$ cat src/rtl/sender_arbiter_if.sv
// Bundle between the per-channel sender controllers, the arbiter and the shared serializer port.
// The master side is the arbiter; the slave side is the channels plus the serializer.
interface sender_arbiter_if #(
  parameter int NUM_REQ = 4,
  parameter int DATA_W  = 16
);
  localparam int GRANT_W = $clog2(NUM_REQ);

  logic [NUM_REQ-1:0]        reqValid;
  logic [NUM_REQ*DATA_W-1:0] reqData;
  logic [NUM_REQ-1:0]        reqAck;
  logic [GRANT_W-1:0]        grantId;
  logic                      busy;
  logic                      Transmit;
  logic                      Ready;
  logic [DATA_W-1:0]         sdrDataIn;
  logic                      txError;

  modport master (
    input  reqValid, reqData, Ready,
    output reqAck, grantId, busy, Transmit, sdrDataIn, txError
  );

  modport slave (
    output reqValid, reqData, Ready,
    input  reqAck, grantId, busy, Transmit, sdrDataIn, txError
  );
endinterface

$ cat src/rtl/sender_arbiter.sv
// Round-robin arbiter sharing one serializer among NUM_REQ channels; grant one cycle after request,
// Transmit for TX_PULSE cycles, then waits for Ready (ack) or TIMEOUT cycles (error pulse, word dropped).
module sender_arbiter #(
  parameter int NUM_REQ  = 4,
  parameter int DATA_W   = 16,
  parameter int TX_PULSE = 3,
  parameter int TIMEOUT  = 255
) (
  input  logic            clk,
  input  logic            Reset_n,
  sender_arbiter_if.master bus
);
  localparam int GRANT_W = $clog2(NUM_REQ);
  localparam int CNT_W   = $clog2(TIMEOUT + 1);
  localparam int PCNT_W  = (TX_PULSE > 1) ? $clog2(TX_PULSE) : 1;

  localparam logic [2:0] S_IDLE  = 3'd0;
  localparam logic [2:0] S_PULSE = 3'd1;
  localparam logic [2:0] S_WAIT  = 3'd2;
  localparam logic [2:0] S_DONE  = 3'd3;
  localparam logic [2:0] S_ABORT = 3'd4;

  logic [2:0]         state;
  logic [GRANT_W-1:0] last_grant;
  logic [PCNT_W-1:0]  pulse_cnt;
  logic [CNT_W-1:0]   wait_cnt;

  logic [NUM_REQ-1:0] rot;
  logic [GRANT_W-1:0] win;
  logic [DATA_W-1:0]  win_data;
  int                 first;
  int                 pos;

  // rot[j] is the request of channel (last_grant+1+j) mod NUM_REQ, so the lowest set bit wins.
  always_comb begin
    rot   = NUM_REQ'({2{bus.reqValid}} >> (int'(last_grant) + 1));
    first = 0;
    for (int j = NUM_REQ - 1; j >= 0; j--) begin
      if (rot[j]) first = j;
    end
    pos = int'(last_grant) + 1 + first;
    if (pos >= NUM_REQ) pos = pos - NUM_REQ;
    win      = GRANT_W'(pos);
    win_data = bus.reqData[pos*DATA_W +: DATA_W];
  end

  always_ff @(posedge clk or negedge Reset_n) begin
    if (!Reset_n) begin
      state         <= S_IDLE;
      last_grant    <= GRANT_W'(NUM_REQ - 1);
      pulse_cnt     <= '0;
      wait_cnt      <= '0;
      bus.reqAck    <= '0;
      bus.grantId   <= '0;
      bus.busy      <= 1'b0;
      bus.Transmit  <= 1'b0;
      bus.sdrDataIn <= '0;
      bus.txError   <= 1'b0;
    end else begin
      bus.reqAck  <= '0;
      bus.txError <= 1'b0;
      case (state)
        S_IDLE: begin
          if (|bus.reqValid) begin
            bus.grantId   <= win;
            bus.sdrDataIn <= win_data;
            bus.Transmit  <= 1'b1;
            bus.busy      <= 1'b1;
            pulse_cnt     <= '0;
            state         <= S_PULSE;
          end
        end
        S_PULSE: begin
          if (pulse_cnt == PCNT_W'(TX_PULSE - 1)) begin
            bus.Transmit <= 1'b0;
            wait_cnt     <= '0;
            state        <= S_WAIT;
          end else begin
            pulse_cnt <= pulse_cnt + PCNT_W'(1);
          end
        end
        S_WAIT: begin
          if (bus.Ready) begin
            bus.reqAck <= {{(NUM_REQ-1){1'b0}}, 1'b1} << bus.grantId;
            state      <= S_DONE;
          end else if (wait_cnt == CNT_W'(TIMEOUT - 1)) begin
            bus.txError <= 1'b1;
            state       <= S_ABORT;
          end else begin
            wait_cnt <= wait_cnt + CNT_W'(1);
          end
        end
        // A failed channel also moves to the back of the queue.
        S_DONE, S_ABORT: begin
          last_grant <= bus.grantId;
          bus.busy   <= 1'b0;
          state      <= S_IDLE;
        end
        default: begin
          bus.Transmit <= 1'b0;
          bus.busy     <= 1'b0;
          state        <= S_IDLE;
        end
      endcase
    end
  end
endmodule

$ cat src/flat_wrapper.sv
// flat-port wrapper written by rule: the top's interface ports become plain ports
module sender_arbiter_flat 
#(
  parameter int NUM_REQ  = 4,
  parameter int DATA_W   = 16,
  parameter int TX_PULSE = 3,
  parameter int TIMEOUT  = 255
)
  (clk, Reset_n, bus_reqValid, bus_reqData, bus_Ready, bus_reqAck, bus_grantId, bus_busy, bus_Transmit, bus_sdrDataIn, bus_txError);
  sender_arbiter_if #(.NUM_REQ(NUM_REQ), .DATA_W(DATA_W)) bus_i ();
  input  logic clk;
  input  logic Reset_n;
  input wire logic [$bits(bus_i.reqValid)-1:0] bus_reqValid;
  input wire logic [$bits(bus_i.reqData)-1:0] bus_reqData;
  input wire logic [$bits(bus_i.Ready)-1:0] bus_Ready;
  output wire logic [$bits(bus_i.reqAck)-1:0] bus_reqAck;
  output wire logic [$bits(bus_i.grantId)-1:0] bus_grantId;
  output wire logic [$bits(bus_i.busy)-1:0] bus_busy;
  output wire logic [$bits(bus_i.Transmit)-1:0] bus_Transmit;
  output wire logic [$bits(bus_i.sdrDataIn)-1:0] bus_sdrDataIn;
  output wire logic [$bits(bus_i.txError)-1:0] bus_txError;
  assign bus_i.reqValid = bus_reqValid;
  assign bus_i.reqData = bus_reqData;
  assign bus_i.Ready = bus_Ready;
  assign bus_reqAck = bus_i.reqAck;
  assign bus_grantId = bus_i.grantId;
  assign bus_busy = bus_i.busy;
  assign bus_Transmit = bus_i.Transmit;
  assign bus_sdrDataIn = bus_i.sdrDataIn;
  assign bus_txError = bus_i.txError;
  sender_arbiter #(.NUM_REQ(NUM_REQ), .DATA_W(DATA_W), .TX_PULSE(TX_PULSE), .TIMEOUT(TIMEOUT)) u_core (.clk(clk), .Reset_n(Reset_n), .bus(bus_i));
endmodule
$ cat config.mk
export PLATFORM = sky130hd
export DESIGN_NAME = sender_arbiter_flat
export DESIGN_NICKNAME = d
export VERILOG_FILES = /design/src/rtl/sender_arbiter_if.sv /design/src/rtl/sender_arbiter.sv /design/src/flat_wrapper.sv
export SDC_FILE = /design/constraint.sdc
export NUM_CORES = 1
export LEC_CHECK = 0
export ABC_CLOCK_PERIOD_IN_PS = 3500
export CELL_PAD_IN_SITES_DETAIL_PLACEMENT = 1
export CELL_PAD_IN_SITES_GLOBAL_PLACEMENT = 1
export CORE_UTILIZATION = 33
export CTS_CLUSTER_SIZE = 14
export DETAILED_ROUTE_END_ITERATION = 12
export MAX_ROUTING_LAYER = met4
export PLACE_DENSITY_LB_ADDON = 0.3
export SLEW_MARGIN = 5
export SYNTH_ARGS = -nofsm -noshare
export SYNTH_HDL_FRONTEND = slang
export SYNTH_SLANG_ARGS = --single-unit
$ cat constraint.sdc
create_clock -name clk -period 3.5 [get_ports clk]
set_input_delay 0.7 -clock clk [delete_from_list [all_inputs] [get_ports clk]]
set_output_delay 0.7 -clock clk [all_outputs]
set_load 0.05 [all_outputs]
After elaboration in Yosys (flattened, before gate mapping). Cells that the tools add are included.

Flip-flop bits (word level): 40.

Bitwise logic cells: 2. Mux-type cells: 26. Order comparisons: 1. Shift operators: 3. Reductions and logical operators: 13. Add/sub/neg operators: 5. Equal/unequal tests: 12.

Operators with widths (number): 32-bit 2-to-1 mux (3); 64-bit by 32-bit indexed part select with 16-bit output (1); 4-bit by 32-bit adder with 32-bit output (1); 32-bit by 4-bit >= comparator with 1-bit output, second input constant (1); 28-bit 2-to-1 mux (1); 28-bit by 4-bit subtractor with 28-bit output, second input constant (1); 8-bit 2-to-1 mux (3); 8-bit one-hot mux with 2 select lines (1); 3-bit 2-to-1 mux (4); 3-bit one-hot mux with 3 select lines (1); 3-bit AND reduction (3); 8-bit by 1-bit adder with 8-bit output, second input constant (1); 8-bit == test, second input constant (1); 4-bit 2-to-1 mux (2); 8-bit by 3-bit >> shifter with 4-bit output (1); 3-bit by 2-bit == test with 1-bit output, second input constant (2); 2-bit 2-to-1 mux (3); 2-bit != test, second input constant (3); 1-bit 2-to-1 mux (5); 2-bit by 1-bit != test with 1-bit output, second input constant (2); 2-bit one-hot mux with 2 select lines (1); 2-bit AND reduction (2); 4-bit AND reduction (1); 2-bit nonzero test (2); other kinds (14) (16).

Logic depth before layout (Yosys ltp). Gate-level depths: netlist of the first run.

Depth after elaboration: 10. Gate-level depth with buffers: 13. Gate-level depth less buffers: 10.

Worst setup path after synthesis of the first run. OpenSTA, ideal clock, no wires.

Kind: input-to-reg. Start: input port bus_reqValid[1]. End: register u_core.bus.sdrDataIn[10]. Arrival time: 3.045 ns. Setup slack: 0.336 ns. Path buffers: 3. Stages: 11. Cell sequence: buf_2 -> nand2b_1 -> a211oi_1 -> a21oi_1 -> o22a_1 -> fa_1 -> clkbuf_1 -> clkbuf_1 -> mux4_2 -> inv_1 -> o21ai_2.

Longest elaborated chain between the ends: 9. Elaborated cells between the ends (all ways): 12. Those cells by class: add/sub (2); order compare (1); shift (2); mux (5); reduce/logical (2).

Ends and longest elaborated chain: from (decl) (line flat_wrapper.sv:13) `input wire logic [$bits(bus_i.reqValid)-1:0] bus_reqValid;`; 8-bit by 3-bit >> shifter with 4-bit output (line sender_arbiter.sv:36) `rot = NUM_REQ'({2{bus.reqValid}} >> (int'(last_grant) + 1));`; 2-bit 2-to-1 mux (line sender_arbiter.sv:39) `if (rot[j]) first = j;`; 32-bit 2-to-1 mux (3 in a row) (line sender_arbiter.sv:39); 4-bit by 32-bit adder with 32-bit output (line sender_arbiter.sv:41) `pos = int'(last_grant) + 1 + first;`; 28-bit by 4-bit subtractor with 28-bit output / 32-bit by 4-bit >= comparator with 1-bit output (equally long branches) (line sender_arbiter.sv:42) `if (pos >= NUM_REQ) pos = pos - NUM_REQ;`; 28-bit 2-to-1 mux (line sender_arbiter.sv:42); 64-bit by 32-bit indexed part select with 16-bit output (line sender_arbiter.sv:44) `win_data = bus.reqData[pos*DATA_W +: DATA_W];`; to (signal assigned) (line sender_arbiter.sv:66) `bus.sdrDataIn <= win_data;`; to (decl) (line sender_arbiter_if.sv:21) `output reqAck, grantId, busy, Transmit, sdrDataIn, txError`.

Several ways; a longest one is shown, not always the timed one. A chain may end at the register's enable or synchronous reset.

Final worst setup path of the first run.
Start: input port bus_reqValid[2]. End: register u_core.bus.sdrDataIn[3].

The elaborated chain is that of the path after synthesis.

==> impl_metrics.tcl, run 1 <==
set metrics [dict create \
    gp_congestion 0.779 \
    slowest_stage "clkdlybuf4s50_1" \
    drv_cap 0 \
    crit_path_end_kind "register" \
    slew_violations 0 \
    grt_use_total_pct 18.3 \
    vias_per_cell 5.05 \
    slew_headroom_pct 40.7 \
    period_needed_ps 3020 \
    drive_gt1_share_pct 14.0 \
    io_pins 96 \
    cts_tree "done" \
    max_stage_delay_ps 570 \
    setup_tns_ps 0 \
    layout.nets 407 \
    grt_pass1_wl_mm 10.5 \
    synth_edf_count 0 \
    dpl.hpwl_mm 4.73 \
    yosys_warnings 0 \
    clk_pin_slew_ps 80 \
    die_w_um 88.6 \
    rsz0062_at_grt "no" \
    grt_pass1_vias 2227 \
    start_kind "primary input" \
    synthesis.area_um2 2480 \
    fin_hold_ws_ps 480 \
    firstDrtPassIters 4 \
    antenna_found_initial 0 \
    final_cell_count_no_fill 428 \
    crit_family "buffers and inverters" \
    path_buf_inv 5 \
    numCtsBuffers 5 \
    fillCellCount 804 \
    via_count 2161 \
    hold_violations 0 \
    outcome "finished, final reports clean" \
    holdBufCountCts 0 \
    placementRows 31 \
    peakVddDrop_mv 0.546 \
    worstPathMaxFanout 17 \
    port_buffers 95 \
    setup_viol 0 \
    seqCellArea_um2 1000 \
    synth_top_area_share_pct 38.4 \
    synthArstFlopShare_pct 100 \
    grt_max_degree 41 \
    wire_per_inst_um 14.5 \
    cp.arrival_ps 3190 \
    clockBufferDepth 2 \
    crit_type "in -> reg" \
    clock_latency_ps 290 \
    start_util_pct 34.1 \
    synth.distinct_cells 53 \
    syn_inst 239 \
    multiInputGateArea_um2 1300 \
    min_path_type "reg -> reg" \
    leakagePower_nw 1.50 \
    cts-root-buf "clkbuf_8" \
    grt-ovfl-total 0 \
    power_density_nw_per_um2 911 \
    crit_required_ps 3660 \
    cts_resized 0 \
    yosys-top-cells-area "dfrtp_1, mux4_2, nand2_1" \
    ant_nets 0 \
    ys_seq_area_share_pct 40.5 \
    design.die.area_um2 7850 \
    n_antenna_cell 0 \
    totalWireLength_mm 6.20 \
    post_cts_buffers 0 \
    finalCritPeriodShare_pct 86.4 \
    placed_cells_incl_taps 421 \
    drt_iter0_markers 86 \
    htree_levels 2 \
    synth_flop_cell "dfrtp_1" \
    crit_chain "clkdlybuf4s50_1 > inv_1 > nor3_1 > a31oi_1 > o211ai_1 > ha_1 > inv_1 > fa_1 > buf_12 > mux4_2 > inv_1 > o21ai_0" \
    ys_seq_elements 40 \
    synth.largest_area_cell "dfrtp_1" \
    post-synth-top-count-cell "dfrtp_1" \
    max_freq_mhz 331 \
    coreArea_um2 7250 \
    syn_to_final_growth_pct 44.9 \
    remaining_drc_errors 0 \
    worstMarginPinSlew_ps 890 \
    syn_avg_cell_area_um2 10.4 \
    die_h_um 88.6 \
    syn_nets 317 \
    synthTopCellsByCount "dfrtp_1, nand2_1, inv_1" \
    postLayoutCoreUtil_pct 49.5 \
    clock-sinks 40 \
    cpMostUsedCell "inv_1" \
    skew_ps 3.14 \
]
## power by group
part / leakage (nW) / switching, mW / internal, mW
Combinational: 0.952 / 1.17 / 1.01
Sequential: 0.506 / 0.163 / 0.632
Clock: 0.0410 / 0.157 / 0.136
Total: 1.50 / 1.49 / 1.78
## layout by cell type, fill, tap and decap left out, types with 3 or more instances in the layout
| cell | synthesis | final |
|---|---|---|
| nor2_1 | 8 | 8 |
| o21ai_2 | 10 | 10 |
| dfrtp_1 | 38 | 38 |
| nor3b_1 | 3 | 3 |
| nand2_1 | 28 | 28 |
| clkdlybuf4s50_1 | 0 | 94 |
| nor3_1 | 4 | 4 |
| inv_1 | 24 | 24 |
| o21a_1 | 4 | 4 |
| mux4_2 | 16 | 16 |
| ha_1 | 6 | 6 |
| clkbuf_8 | 0 | 5 |
| a22o_1 | 4 | 4 |
| nor4_1 | 3 | 3 |
| nor2b_1 | 3 | 3 |
| nand3_1 | 8 | 8 |
| o21ai_0 | 16 | 16 |
| a21oi_1 | 9 | 9 |
## metal layers
layer / up-vias / share of wire (%) / global-route usage (%)
met3: 6 / 6.2 / 5.50
li1: 1036 / - / -
met2: 67 / 52 / 30.3
met5: - / 0 / -
met1: 1052 / 41 / 21.8
met4: 0 / 0.92 / 4.40
## stage by stage
step / setup slack (ps) / total power [mW] / area, µm²
after floorplan: 336 / 2.35 / 2480
after global placement: 193 / 2.97 / 3510
after detailed placement: 167 / 3.03 / 3510
after CTS: 467 / 3.33 / 3590
after global routing: 302 / 3.53 / 3590
final: 476 / 3.27 / 3590
## cell type report
cell class,instances,share of cell area [%]
well taps,99,3.45
clock buffers,6,2.02
flip-flops and latches,40,28.0
multi-input cells,160,36.2
repair buffers,98,27.7
clock inverters,1,0.139
inverters,24,2.51
## state kept, by name (all words and copies together) (netlist names)
| register | cells |
|---|---|
| u_core.wait_cnt | 8 |
| u_core.state | 3 |
| u_core.bus.Transmit | 1 |
| u_core.pulse_cnt | 2 |
| u_core.bus.txError | 1 |
| u_core.bus.reqAck | 4 |
| u_core.bus.grantId | 2 |
| u_core.bus.sdrDataIn | 16 |
| u_core.bus.busy | 1 |
| u_core.last_grant | 2 |
## kinds of logic (layout without fill, tap and decap cells)
| logic type | count (synthesis) | count (layout) | share of synthesized area [%] |
|---|---|---|---|
| buffers and inverters | 39 | 129 | 6.97 |
| AND/OR/NAND/NOR | 71 | 71 | 15.3 |
| AO/OA/AOI/OAI | 63 | 63 | 17.6 |
| XOR/XNOR | 1 | 1 | 0.354 |
| flip-flops | 40 | 40 | 40.5 |
| multiplexers | 18 | 18 | 15.4 |
| adder cells (fa/ha/maj) | 7 | 7 | 3.84 |
## worst register-to-register path, delay by kind of cell, from the launching register on
family / cells / cell delay (ps)
AO/OA/AOI/OAI: 3 / 290
multiplexers: 1 / 300
adder cells (fa/ha/maj): 2 / 730
flip-flops: 1 / 660
buffers and inverters: 3 / 300
AND/OR/NAND/NOR: 2 / 210
## final timing paths
check / startpoint / end / slack [ps] / cells after the start
worst max-delay path: bus_reqValid[2] / u_core.bus.sdrDataIn[3]$_DFFE_PN0P_ / 480 / 12
worst min-delay path: u_core.bus.sdrDataIn[11]$_DFFE_PN0P_ / u_core.bus.sdrDataIn[11]$_DFFE_PN0P_ / 480 / 2
worst max register to register: u_core.last_grant[0]$_DFFE_PN1P_ / u_core.bus.sdrDataIn[3]$_DFFE_PN0P_ / 890 / 11
worst min register to register: u_core.bus.sdrDataIn[11]$_DFFE_PN0P_ / u_core.bus.sdrDataIn[11]$_DFFE_PN0P_ / 480 / 2
max in group asynchronous: Reset_n / u_core.bus.sdrDataIn[14]$_DFFE_PN0P_ / 2410 / 1
min in group asynchronous: Reset_n / u_core.bus.Transmit$_DFFE_PN0P_ / 520 / 1
(Power assumes the default switching activity.)
==> run 2: changes to the inputs <==
Settings changed: GPL_TIMING_DRIVEN from default to 0.
==> run 2 against run 1 <==
Sequential cell count is the same. Global-route usage up 0.50 points. Sequential share of layout area is 0.66 points lower. Worst hold slack lost 160 ps.
==> impl_metrics.tcl, run 2 (same netlist as run 1, synthesis figures left out) <==
set metrics [dict create \
    setup_slack_ps 200 \
    cts_resized 1 \
    crit_path_end_kind "register" \
    layout_common_cells "clkdlybuf4s50_1, dfrtp_1, nand2_1, inv_1" \
    rrSetupSlack_ps 410 \
    start_util_pct 34.1 \
    placed_cells_incl_taps 432 \
    wire_per_inst_um 14.8 \
    largest-register "u_core.bus.sdrDataIn" \
    combPwrFrac_pct 65.0 \
    drt_iter0_markers 46 \
    power.share.sequential_pct 22.6 \
    crit_start "bus_reqValid[2]" \
    multiInputGateArea_um2 1300 \
    clk_pin_slew_ps 80 \
    top_regs "u_core.bus.sdrDataIn x16, u_core.wait_cnt x8, u_core.bus.reqAck x4" \
    leakagePower_nw 1.55 \
    design.die.area_um2 7850 \
    cts_tree "done" \
    io_pins 96 \
    setup_viol 0 \
    placed_cell_area_um2 3550 \
    htree_levels 2 \
    firstDrtPassIters 4 \
    coreArea_um2 7250 \
    die_h_um 88.6 \
    post_cts_buffers 0 \
    grt_max_degree 26 \
    worstMarginPinSlew_ps 598 \
    crit_type "in -> reg" \
    grt_use_total_pct 18.8 \
    layout_commonest_cell "clkdlybuf4s50_1" \
    start_kind "primary input" \
    design_area_um2 3670 \
    numCtsBuffers 5 \
    vias_per_cell 5.08 \
    clock-sinks 40 \
    crit_required_ps 3690 \
    cp.arrival_ps 3490 \
    finalPower_mw 3.38 \
    holdBufCountCts 0 \
    clockBufferDepth 2 \
    gp_congestion 0.771 \
    n_antenna_cell 0 \
    clockPowerShare_pct 12.4 \
    peakVddDrop_mv 0.464 \
    place_ws_ps -695 \
    grt_pass1_vias 2362 \
    fin_hold_ws_ps 321 \
    cts-root-buf "clkbuf_8" \
    r2r-start "u_core.last_grant[0]$_DFFE_PN1P_" \
    setup_tns_ps 0 \
    hold_violations 0 \
    worstPathMaxFanout 10 \
    finalCritPeriodShare_pct 94.3 \
    p_sw_share_pct 45.2 \
    grt_pass1_wl_mm 10.8 \
    grt-ovfl-total 0 \
    slew_violations 0 \
    largest_reg_flops 16 \
    drv_cap 0 \
    postLayoutCoreUtil_pct 50.7 \
    final_cell_count_no_fill 439 \
    die_w_um 88.6 \
    max_freq_mhz 303 \
    intPower_mw 1.85 \
    clock_latency_ps 290 \
    switching_power_mw 1.53 \
    ant_nets 0 \
    layout.nets 417 \
    period_needed_ps 3300 \
    rsz0062_at_grt "no" \
    antenna_found_initial 0 \
    power_density_nw_per_um2 919 \
    fillCellCount 830 \
    syn_to_final_growth_pct 48.4 \
    dpl.hpwl_mm 5.16 \
    min_path_type "in -> async" \
    port_buffers 93 \
    placementRows 31 \
    outcome "finished, final reports clean" \
    via_count 2232 \
    remaining_drc_errors 0 \
    slew_headroom_pct 59.9 \
    drive_gt1_share_pct 16.8 \
    skew_ps 3.09 \
    seqCellArea_um2 1000 \
    totalWireLength_mm 6.51 \
]
run 2: cell count changes in the layout (fill, tap and decap cells not counted), sizes merged:
cell | before | now
clkbuf | 6 | 13
buf | 4 | 10
clkdlybuf4s50 | 94 | 92
bufinv | 0 | 1
clkinv | 1 | 0
run 2: path summary, 6_finish.rpt:
path / end / cells after the start
worst max-delay path: u_core.bus.sdrDataIn[12]$_DFFE_PN0P_ / 12
worst min-delay path: u_core.bus.sdrDataIn[3]$_DFFE_PN0P_ / 1
worst max register to register: u_core.bus.sdrDataIn[12]$_DFFE_PN0P_ / 10
worst min register to register: u_core.bus.sdrDataIn[7]$_DFFE_PN0P_ / 2
max in group asynchronous: u_core.wait_cnt[4]$_DFFE_PN0P_ / 2
min in group clk: u_core.bus.sdrDataIn[7]$_DFFE_PN0P_ / 2
run 2: cell type report:
type	instances	area share (%)
buffer	14	2.25
clock buffer	7	2.62
clock inverter	1	0.817
inverter	24	2.45
multi-input combinational	160	35.4
sequential	40	27.3
tap	99	3.37
timing repair buffer	94	25.7
run 2: critical path, stage by stage:
cell and delay (ps):
clkdlybuf4s50_1 590, inv_1 100, nor3_1 150, a31oi_1 60, o211ai_1 200, ha_1 200, inv_1 60, fa_2 670
clkbuf_4 290, mux4_2 310, inv_1 90, o21ai_2 50
run 2: power groups by stage:
stage / registers [mW] / logic, mW / clock network, mW
floorplan: 1.13 / 1.22 / 0
CTS: 0.767 / 2.22 / 0.425
detailed placement: 0.777 / 2.21 / 0
finish: 0.763 / 2.20 / 0.417
global placement: 0.767 / 2.15 / 0
global route: 0.785 / 2.40 / 0.440
run 2: per-layer routing:
layer  wire length [µm]  vias to the layer above  track usage (%)
met4                 53                        0             4.25
met5                  0                        -                -
met3                373                        7             4.57
li1                   -                     1057                -
met2               3370                       65             32.2
met1               2710                     1103             22.3
